**config.mk**
```make
export PLATFORM = sky130hd
export DESIGN_NAME = cdb_broadcast_arbiter
export DESIGN_NICKNAME = d
export VERILOG_FILES = /design/src/rtl/cdb_broadcast_arbiter_pkg.sv /design/src/rtl/cdb_req_fifo.sv /design/src/rtl/cdb_broadcast_arbiter.sv
export SDC_FILE = /design/constraint.sdc
export NUM_CORES = 1
export LEC_CHECK = 0
export CORE_ASPECT_RATIO = 1.25
export CORE_MARGIN = 2
export CORE_UTILIZATION = 43
export CTS_BUF_LIST = sky130_fd_sc_hd__clkbuf_8 sky130_fd_sc_hd__clkbuf_16
export CTS_CLUSTER_SIZE = 24
export DETAILED_ROUTE_END_ITERATION = 6
export PLACE_DENSITY = 0.69
export SYNTH_ARGS = -nofsm -noshare
export SYNTH_HDL_FRONTEND = slang
export SYNTH_HIERARCHICAL = 1
export SYNTH_SLANG_ARGS = --single-unit
```
**constraint.sdc**
```tcl
create_clock -name CLK -period 6.25 [get_ports CLK]
set_input_delay 1.25 -clock CLK [delete_from_list [all_inputs] [get_ports CLK]]
set_output_delay 1.25 -clock CLK [all_outputs]
set_load 0.05 [all_outputs]
```
**src/rtl/cdb_broadcast_arbiter_pkg.sv**
```systemverilog
// Shared definitions for the result-broadcast (CDB) arbiter: bus widths,
// producer indices, the queued entry layout and the wrap-safe age compare.
package cdb_broadcast_arbiter_pkg;

  localparam int MAP_W  = 6;
  localparam int DATA_W = 32;
  localparam int NUM_W  = 32;
  localparam int SRC_W  = 2;

  localparam int CDB_EXE  = 0;
  localparam int CDB_MEM  = 1;
  localparam int CDB_HILO = 2;

  typedef struct packed {
    logic [MAP_W-1:0]  map;
    logic [DATA_W-1:0] val;
    logic [NUM_W-1:0]  instr_num;
  } cdb_entry_t;

  // a is older than b when the modular distance a-b is negative, so the
  // ordering survives instruction-number wraparound.
  function automatic logic is_older(input logic [NUM_W-1:0] a,
                                    input logic [NUM_W-1:0] b);
    logic signed [NUM_W-1:0] diff;
    diff = $signed(a - b);
    return (diff < 0);
  endfunction

endpackage

```
**src/rtl/cdb_req_fifo.sv**
```systemverilog
// Per-producer skid FIFO: DEPTH-entry circular buffer holding results that
// are waiting for the broadcast bus. Flush empties it synchronously and wins
// over push/pop. The caller guarantees no push when full and no pop when empty.
module cdb_req_fifo
  import cdb_broadcast_arbiter_pkg::*;
#(
  parameter int DEPTH = 2
) (
  input  logic                     CLK,
  input  logic                     RESET,
  input  logic                     i_flush,
  input  logic                     i_push,
  input  cdb_entry_t               i_din,
  input  logic                     i_pop,
  output cdb_entry_t               o_head,
  output logic [$clog2(DEPTH):0]   o_count
);

  localparam int PTR_W = $clog2(DEPTH);
  localparam int CNT_W = PTR_W + 1;

  logic [PTR_W-1:0] r_wr_ptr;
  logic [PTR_W-1:0] r_rd_ptr;
  logic [CNT_W-1:0] r_count;
  cdb_entry_t       r_mem [DEPTH];

  // Pointers and occupancy; pointers wrap naturally since DEPTH is a power of 2
  always_ff @(posedge CLK or negedge RESET) begin
    if (!RESET) begin
      r_wr_ptr <= '0;
      r_rd_ptr <= '0;
      r_count  <= '0;
    end else if (i_flush) begin
      r_wr_ptr <= '0;
      r_rd_ptr <= '0;
      r_count  <= '0;
    end else begin
      if (i_push) r_wr_ptr <= r_wr_ptr + PTR_W'(1);
      if (i_pop)  r_rd_ptr <= r_rd_ptr + PTR_W'(1);
      case ({i_push, i_pop})
        2'b10:   r_count <= r_count + CNT_W'(1);
        2'b01:   r_count <= r_count - CNT_W'(1);
        default: r_count <= r_count;
      endcase
    end
  end

  // Entry storage; payload needs no reset because occupancy gates its use
  always_ff @(posedge CLK) begin
    if (i_push && !i_flush) r_mem[r_wr_ptr] <= i_din;
  end

  assign o_head  = r_mem[r_rd_ptr];
  assign o_count = r_count;

endmodule

```
**src/rtl/cdb_broadcast_arbiter.sv**
```systemverilog
// Result-broadcast arbiter: each producer (ALU, load return, hi/lo unit)
// queues results in its own skid FIFO; every cycle the oldest queued head
// (by ROB instruction number, ties to the lower producer index) is popped
// and driven onto the registered broadcast bus. The idle bus is all zeros.
module cdb_broadcast_arbiter
  import cdb_broadcast_arbiter_pkg::*;
#(
  parameter int NUM_REQ = 3,
  parameter int DEPTH   = 2
) (
  input  logic                      CLK,
  input  logic                      RESET,
  input  logic                      FLUSH,
  input  logic [NUM_REQ-1:0]        req_valid,
  input  logic [NUM_REQ*MAP_W-1:0]  req_map,
  input  logic [NUM_REQ*DATA_W-1:0] req_val,
  input  logic [NUM_REQ*NUM_W-1:0]  req_instr_num,
  output logic [NUM_REQ-1:0]        req_ready,
  output logic                      bcast_valid,
  output logic [MAP_W-1:0]          bcast_map,
  output logic [DATA_W-1:0]         bcast_val,
  output logic [NUM_W-1:0]          bcast_instr_num,
  output logic [SRC_W-1:0]          bcast_src,
  output logic                      halt_issue
);

  localparam int CNT_W = $clog2(DEPTH) + 1;

  logic [CNT_W-1:0]   w_count [NUM_REQ];
  cdb_entry_t         w_head  [NUM_REQ];
  cdb_entry_t         w_din   [NUM_REQ];
  logic [NUM_REQ-1:0] w_full;
  logic [NUM_REQ-1:0] w_nonempty;
  logic [NUM_REQ-1:0] w_push;
  logic [NUM_REQ-1:0] w_pop;

  logic               w_sel_valid;
  logic [SRC_W-1:0]   w_sel_idx;
  cdb_entry_t         w_sel_entry;

  logic               r_bcast_vld_p1;
  cdb_entry_t         r_bcast_entry_p1;
  logic [SRC_W-1:0]   r_bcast_src_p1;
  logic               r_halt_p1;

  for (genvar p = 0; p < NUM_REQ; p++) begin : g_req
    // Ready comes only from registered occupancy, so there is no valid->ready path.
    assign w_full[p]     = (w_count[p] == CNT_W'(DEPTH));
    assign w_nonempty[p] = (w_count[p] != '0);
    assign req_ready[p]  = ~w_full[p];
    // A result with no destination register completes its handshake but is dropped.
    assign w_push[p]     = req_valid[p] & ~w_full[p] &
                           (req_map[p*MAP_W +: MAP_W] != '0);
    assign w_pop[p]      = w_sel_valid & (w_sel_idx == SRC_W'(p));
    assign w_din[p]      = {req_map[p*MAP_W +: MAP_W],
                            req_val[p*DATA_W +: DATA_W],
                            req_instr_num[p*NUM_W +: NUM_W]};

    cdb_req_fifo #(
      .DEPTH (DEPTH)
    ) u_fifo (
      .CLK     (CLK),
      .RESET   (RESET),
      .i_flush (FLUSH),
      .i_push  (w_push[p]),
      .i_din   (w_din[p]),
      .i_pop   (w_pop[p]),
      .o_head  (w_head[p]),
      .o_count (w_count[p])
    );
  end

  // Oldest-first pick among non-empty heads; strict compare keeps the lower index on ties
  always_comb begin
    w_sel_valid = 1'b0;
    w_sel_idx   = '0;
    w_sel_entry = '0;
    for (int p = 0; p < NUM_REQ; p++) begin
      if (w_nonempty[p] &&
          (!w_sel_valid || is_older(w_head[p].instr_num, w_sel_entry.instr_num))) begin
        w_sel_valid = 1'b1;
        w_sel_idx   = SRC_W'(p);
        w_sel_entry = w_head[p];
      end
    end
  end

  // Broadcast register (stage p1): winner copied out, zeroed bus when idle or flushed
  always_ff @(posedge CLK or negedge RESET) begin
    if (!RESET) begin
      r_bcast_vld_p1   <= 1'b0;
      r_bcast_entry_p1 <= '0;
      r_bcast_src_p1   <= '0;
    end else if (FLUSH) begin
      r_bcast_vld_p1   <= 1'b0;
      r_bcast_entry_p1 <= '0;
      r_bcast_src_p1   <= '0;
    end else begin
      r_bcast_vld_p1   <= w_sel_valid;
      r_bcast_entry_p1 <= w_sel_valid ? w_sel_entry : '0;
      r_bcast_src_p1   <= w_sel_valid ? w_sel_idx : '0;
    end
  end

  // Issue back-pressure: raised the cycle after any FIFO is seen full
  always_ff @(posedge CLK or negedge RESET) begin
    if (!RESET) begin
      r_halt_p1 <= 1'b0;
    end else if (FLUSH) begin
      r_halt_p1 <= 1'b0;
    end else begin
      r_halt_p1 <= |w_full;
    end
  end

  assign bcast_valid     = r_bcast_vld_p1;
  assign bcast_map       = r_bcast_entry_p1.map;
  assign bcast_val       = r_bcast_entry_p1.val;
  assign bcast_instr_num = r_bcast_entry_p1.instr_num;
  assign bcast_src       = r_bcast_src_p1;
  assign halt_issue      = r_halt_p1;

endmodule

```
==> metrics.cfg, run 1 <==
[status]
status = complete, but fails checks
violations = setup timing

[cts]
htreeDepth = 2
cts_buffer_depth = 3
clock-root-buffer = clkbuf_16
cts_tree = done
clk_pin_slew_ps = 70
cts_buffers = 49
cts.sinks = 506
cts_hold_buf = 0
clk_latency_ps = 590

[power_and_ir_drop]
powerDensity_mw_per_mm2 = 476
leakage_nw = 10.7
power_mw = 13.8
intPower_mw = 8.73
pwr-share-comb = 0.475
pwr-share-clk = 0.214
power_frac_seq = 0.311
vdd_drop_max_mv = 0.314
p_switching_mw = 5.11
swShare = 0.369

[floorplanning]
start_util = 0.434
dieArea_mm2 = 0.0537
dieHeight_um = 259
ios = 293
num_rows = 93
coreArea_mm2 = 0.0514
die_width_um = 208

[logic_synthesis]
yosysMostFrequentCell = edfxtp_1
yosys-top-cells-area = edfxtp_1, mux2_4, dfrtp_1
netlist_area_mm2 = 0.0223
syn_inst = 1268
synth_top_flop_cell = edfxtp_1
yosys.cell_types.count = 64
yosysTopAreaCell = edfxtp_1
yosysTopAreaCellShare = 0.566
ys_seq_area_frac = 0.662
syn-num-nets = 1544
ys_ff_latch = 506
syn_area_per_cell_um2 = 17.6
async_flop_share = 0.170
synth_common_cells = edfxtp_1, mux2_4, dfrtp_1
yosysWarnings = 6
synth_edf_count = 420

[final_layout]
final_area_mm2 = 0.0291
multiInputGateArea_mm2 = 0.00771
regArea_mm2 = 0.0148
fillerInstances = 3988
drive_gt1_frac = 0.323
syn_to_final_growth_pct = 30.4
layout.nets = 1927
utilization = 0.565

[hold_path]
hp-class = register to register
hold_start = g_req[2].u_fifo/r_mem[1][44]

[global_routing]
grt_start_max_net_pins = 71
grt_pass1_vias = 13200
antenna_found_initial = 6
grt_overflow_total = 0
grtUsageTotal = 0.200
grt_pass1_wl_um = 80500

[route]
wl_per_cell_um = 24.1
drcViolationCount = 0
first_iter_violations = 632
dr.pass1.iters = 5
vias = 12700
viasPerCell = 5.37
ant_nets = 0
routed_wl_um = 56900

[sta]
relSlewSlack = 0.193
post-route-min-period_ps = 6360
setup_violations = 70
grt_setup_unrepaired = true
hold_slack_ps = 548
fmax_mhz = 157
hold_viol_final = 0
worst_pin_slew_ps = 1210
fin_ws_ps = -115
drv_slew = 0
clock_skew_ps = 32.8
timing.final.crit_share = 1.02

[worst_setup_path]
critPathArrivalTime_ps = 6880
endpoint_kind = register
path_max_fanout = 8
crit_start = g_req[1].u_fifo/r_rd_ptr
r2r-start = g_req[1].u_fifo/r_rd_ptr
r2r_setup_slack_ps = -110
worst_r2r_endpoint = bcast_val[23]
slowest_delay_ps = 540
rr_worst_depth = 28
cp-endpoint = bcast_val[23]
critPathRequiredTime_ps = 6760
slowest_stage = dfrtp_4
startpoint_type = register
criticalPathCategory = register to register

[placed_design]
dpl_cell_area_mm2 = 0.0261
place_congestion = 0.805
io_buffers = 292
post-dp-hpwl_um = 36700

[run]
max-cap-violations = 0

-- layout make-up --
cell class / count / share of cell area
Multi-Input combinational cell: 700 / 0.265
Inverter: 1 / 0.000129
Sequential cell: 506 / 0.508
Antenna cell: 4 / 0.000344
Timing Repair Buffer: 393 / 0.141
Clock inverter: 29 / 0.00800
Tap cell: 665 / 0.0286
Clock buffer: 61 / 0.0482
-- worst min path at each step --
stage                                     to  cells past startpoint
floorplan           g_req[0].u_fifo/r_wr_ptr                      2
global placement                bcast_val[0]                      2
detailed placement              bcast_val[9]                      2
CTS                            bcast_val[12]                      2
global route                   bcast_val[12]                      2
finish                         bcast_val[12]                      2
-- cells by family (layout without fill, tap and decap cells) --
group / Yosys count / in the layout / synth area share
other: 0 / 4 / 0
AO/OA/AOI/OAI: 204 / 204 / 0.0770
adder cells (fa/ha/maj): 60 / 60 / 0.0337
multiplexers: 211 / 211 / 0.142
AND/OR/NAND/NOR: 214 / 214 / 0.0506
XOR/XNOR: 11 / 11 / 0.00516
buffers and inverters: 62 / 484 / 0.0299
flip-flops: 506 / 506 / 0.662
-- state kept, by name, summed over array words and instances (netlist names) --
name and count:
bcast_instr_num 32, bcast_map 6, bcast_src 2, bcast_val 32, bcast_valid 1, g_req.u_fifo/o_count 6, g_req.u_fifo/r_mem 420, g_req.u_fifo/r_rd_ptr 3
g_req.u_fifo/r_wr_ptr 3, halt_issue 1
-- critical path, delay by kind of cell (launching register included) --
family,cells,cell delay (ps)
compound gates,7,1510
flops,1,540
fa+ha+maj,2,560
buf+inv,8,1370
xor+xnor,1,160
mux,2,650
simple gates,8,1480
-- power groups by stage --
stage | registers, mW | logic, mW | clock network, mW
after floorplan | 4.76 | 3.33 | 0
after global placement | 4.37 | 5.42 | 0
after detailed placement | 4.38 | 5.48 | 0
after CTS | 4.30 | 5.65 | 3.03
after global routing | 4.33 | 6.99 | 3.14
final | 4.30 | 6.57 | 2.96
-- timing repair --
item / CTS / global route
gates cloned: 0 / 9
gates resized for setup: 10 / 121
setup buffers: 10 / 14
setup endpoints to repair: 5 / 79
pin swaps: 13 / 32
-- cells in the final DEF (no fill, tap or decap), types with 8 or more instances in the layout --
| cell | n |
|---|---|
| inv_1 | 12 |
| buf_12 | 15 |
| a21oi_1 | 73 |
| ha_1 | 45 |
| a21oi_2 | 12 |
| o21ai_0 | 12 |
| nor2_1 | 42 |
| buf_6 | 9 |
| o2bb2ai_4 | 18 |
| nand4_1 | 11 |
| mux2_4 | 208 |
| and3_1 | 38 |
| clkbuf_16 | 59 |
| clkdlybuf4s50_1 | 291 |
| o2bb2ai_2 | 51 |
| ha_4 | 15 |
| nor3_2 | 8 |
| clkbuf_8 | 11 |
| buf_4 | 65 |
| edfxtp_1 | 420 |
| nand2_1 | 48 |
| dfrtp_1 | 83 |
-- routing by layer --
layer	global-route usage	part of all wire
met4	0.0719	0.027
met3	0.0410	0.050
met1	0.238	0.39
met2	0.359	0.53
met5	0	0.00047
-- through the flow --
stage | TNS [ps] | setup slack, ps | cells
after floorplan | 0 | 34.8 | 1268
after global placement | 0 | 3.68 | 2232
after detailed placement | -116 | -107 | 2232
after CTS | 0 | 14.0 | 2332
after global routing | -18250 | -301 | 2359
final | -4570 | -115 | 2359
(Power assumes the default switching activity.)
==> run 2, diff against run 1 <==
--- a/config.mk
+++ b/config.mk
@@ -11,6 +11,7 @@
 export CTS_BUF_LIST = sky130_fd_sc_hd__clkbuf_8 sky130_fd_sc_hd__clkbuf_16
 export CTS_CLUSTER_SIZE = 24
 export DETAILED_ROUTE_END_ITERATION = 6
+export HOLD_SLACK_MARGIN = 0.05
 export PLACE_DENSITY = 0.69
 export SYNTH_ARGS = -nofsm -noshare
 export SYNTH_HDL_FRONTEND = slang
==> results of run 2 <==
Final layout, timing and power as in run 1 (identical DEF).
==> run 3, diff against run 2 <==
--- a/config.mk
+++ b/config.mk
@@ -13,6 +13,8 @@
 export DETAILED_ROUTE_END_ITERATION = 6
 export HOLD_SLACK_MARGIN = 0.05
 export PLACE_DENSITY = 0.69
+export SETUP_SLACK_MARGIN = 0.05
+export SLEW_MARGIN = 30
 export SYNTH_ARGS = -nofsm -noshare
 export SYNTH_HDL_FRONTEND = slang
 export SYNTH_HIERARCHICAL = 1
==> run 3 against run 2 <==
Effect of this change:
- the run now ends clean
- non-clock buffer count is 6 higher
- register-to-register slack better by 280 ps
- clock power is 8.4% higher
- combinational power is 0.9% higher
- utilization is 0.12 points higher
- flip-flop and latch count stayed put
- via count is 1.2% higher
- critical path type unchanged
==> metrics.cfg, run 3 (same netlist as run 1, synthesis figures left out) <==
[final_layout]
drive_gt1_frac = 0.321  ; -0.00228
final_cell_mix = edfxtp_1, clkdlybuf4s50_1, mux2_4
fillerInstances = 4005  ; +0.43%
syn_to_final_growth_pct = 30.7
largest_register_ffs = 420  ; unchanged
regMostFlops = g_req.u_fifo/r_mem
layout.nets = 1936  ; +0.47%
final_area_mm2 = 0.0291  ; +0.22%
layout_commonest_cell = edfxtp_1

[route]
wl_per_cell_um = 24.6  ; +2.0%
first_iter_violations = 569  ; -10%
vias = 12800  ; +1.2%
routed_wl_um = 58400  ; +2.6%
drcViolationCount = 0  ; unchanged
dr.pass1.iters = 5  ; unchanged
ant_nets = 0  ; unchanged
viasPerCell = 5.41  ; +0.68%

[worst_setup_path]
critPathRequiredTime_ps = 6720  ; -40 ps
path_common_cell = buf_4
slowest_delay_ps = 540  ; about the same
r2r_setup_slack_ps = 160  ; +280 ps
slowest_stage = dfrtp_4
startpoint_type = register
path_max_fanout = 13  ; +5
crit_start = g_req[1].u_fifo/r_rd_ptr
critPathArrivalTime_ps = 6560  ; -320 ps
r2r-start = g_req[1].u_fifo/r_rd_ptr
cp-endpoint = bcast_map[3]
rr_worst_depth = 28  ; unchanged
criticalPathCategory = register to register
worst_r2r_endpoint = bcast_map[3]
endpoint_kind = register

[sta]
worst_pin_slew_ps = 958  ; -253 ps
relSlewSlack = 0.359  ; +0.167
grt_setup_unrepaired = true
timing.final.crit_share = 0.974  ; -0.0441
hold_slack_ps = 567  ; +18.8 ps
setup_violations = 0  ; -100%
fmax_mhz = 164  ; +4.5%
hold_viol_final = 0  ; unchanged
drv_slew = 0  ; unchanged
post-route-min-period_ps = 6090  ; -275 ps
clock_skew_ps = 22.3  ; -10.6 ps

[placed_design]
io_buffers = 292  ; unchanged
dpl_cell_area_mm2 = 0.0262  ; +0.24%
place_congestion = 0.828  ; +2.8%
post-dp-hpwl_um = 37600  ; +2.3%

[floorplanning]
coreArea_mm2 = 0.0514  ; unchanged
dieArea_mm2 = 0.0537  ; unchanged
ios = 293  ; unchanged
num_rows = 93  ; unchanged
start_util = 0.434  ; unchanged
dieHeight_um = 259  ; unchanged
die_width_um = 208  ; unchanged

[run]
max-cap-violations = 0  ; unchanged

[global_routing]
grt_start_max_net_pins = 71  ; unchanged
grtUsageTotal = 0.204  ; +0.00434
grt_pass1_wl_um = 81900  ; +1.7%
grt_pass1_vias = 13200  ; +0.51%
antenna_found_initial = 9  ; +3
grt_overflow_total = 0  ; unchanged

[cts]
clk_latency_ps = 600  ; about the same
cts.sinks = 506  ; unchanged
cts_tree = done
htreeDepth = 2  ; unchanged
cts_buffers = 50  ; +2.0%
clock-root-buffer = clkbuf_16
clk_pin_slew_ps = 60  ; about the same
cts_buffer_depth = 3  ; unchanged

[power_and_ir_drop]
leakage_nw = 10.8  ; +0.59%
vdd_drop_max_mv = 0.301  ; -4.1%
powerDensity_mw_per_mm2 = 486  ; +2.1%

[status]
status = complete, no violations

[hold_path]
hp-class = register to register

==> run 3: cell types whose count changed in the layout (fill, tap and decap cells not counted), moves of 5 or more <==
cell,previous run,this run
o2bb2ai_1,0,9
clkbuf_8,11,5
bufinv_16,3,8
clkinv_2,6,11
ha_1,45,50
ha_4,15,10
o2bb2ai_2,51,46
==> run 3: per-layer routing <==
layer	global-route usage	part of all wire	vias to the layer above
met4	0.0727	0.029	8
met2	0.361	0.52	410
met5	0	0.00094	-
met1	0.250	0.39	6565
met3	0.0410	0.054	108
li1	-	-	5742
==> run 3: area by class of cell <==
class / instances / area [µm²] / share of cell area
sequential: 506 / 14800 / 0.507
tap: 665 / 832 / 0.0285
multi-input combinational: 702 / 7560 / 0.259
inverter: 1 / 3.75 / 0.000129
clock inverter: 36 / 377 / 0.0129
antenna: 5 / 12.5 / 0.000429
clock buffer: 58 / 1400 / 0.0479
timing repair buffer: 399 / 4190 / 0.144
==> run 3: worst min-delay path by stage <==
stage          cells past startpoint                          from                  endpoint
2_1_floorplan                      2      g_req[0].u_fifo/r_wr_ptr  g_req[0].u_fifo/r_wr_ptr
3_3_place_gp                       2  g_req[2].u_fifo/r_mem[1][32]              bcast_val[0]
3_5_place_dp                       2  g_req[2].u_fifo/r_mem[1][34]              bcast_val[2]
4_1_cts                            2  g_req[2].u_fifo/r_mem[1][32]              bcast_val[0]
5_1_grt                            2  g_req[2].u_fifo/r_mem[1][59]             bcast_val[27]
6_report                           2  g_req[2].u_fifo/r_mem[1][32]              bcast_val[0]
==> run 3: critical path: cells and delay by family, from the launching register on <==
| family | cells | cell delay (ps) |
|---|---|---|
| and+or+nand+nor | 8 | 1530 |
| buffers and inverters | 7 | 1190 |
| muxes | 2 | 680 |
| AOI/OAI and AO/OA | 8 | 1210 |
| adders and majority gates | 2 | 590 |
| DFF | 1 | 540 |
| xor gates and xnor gates | 1 | 180 |
==> run 3: power by group <==
group,internal (mW),switching [mW],leakage (nW)
sequential,4.12,0.202,4.98
clock,1.92,1.29,0.905
combinational,2.97,3.65,4.88
==> run 3: stage by stage <==
stage                util  worst slack (ps)  std cells  power (mW)  setup TNS (ps)
floorplan               -              94.1       1268        8.10               0
global placement    0.509             -24.3       2237        9.77            -141
detailed placement  0.509             -57.1       2238        9.89            -410
CTS                 0.546              46.3       2335        13.2               0
global route        0.567             -82.7       2372        14.8           -3320
finish              0.567               161       2372        14.2               0
==> run 3: what timing repair did <==
| action | 4_1_cts | 5_1_grt |
|---|---|---|
| endpoints found under the setup margin | 72 | 79 |
| resized for setup | 8 | 111 |
| cloned | 1 | 12 |
| setup buffers | 2 | 22 |
| pin swaps | 1 | 28 |
| hold buffers | 0 | 0 |
| hold endpoints to repair | 0 | 0 |
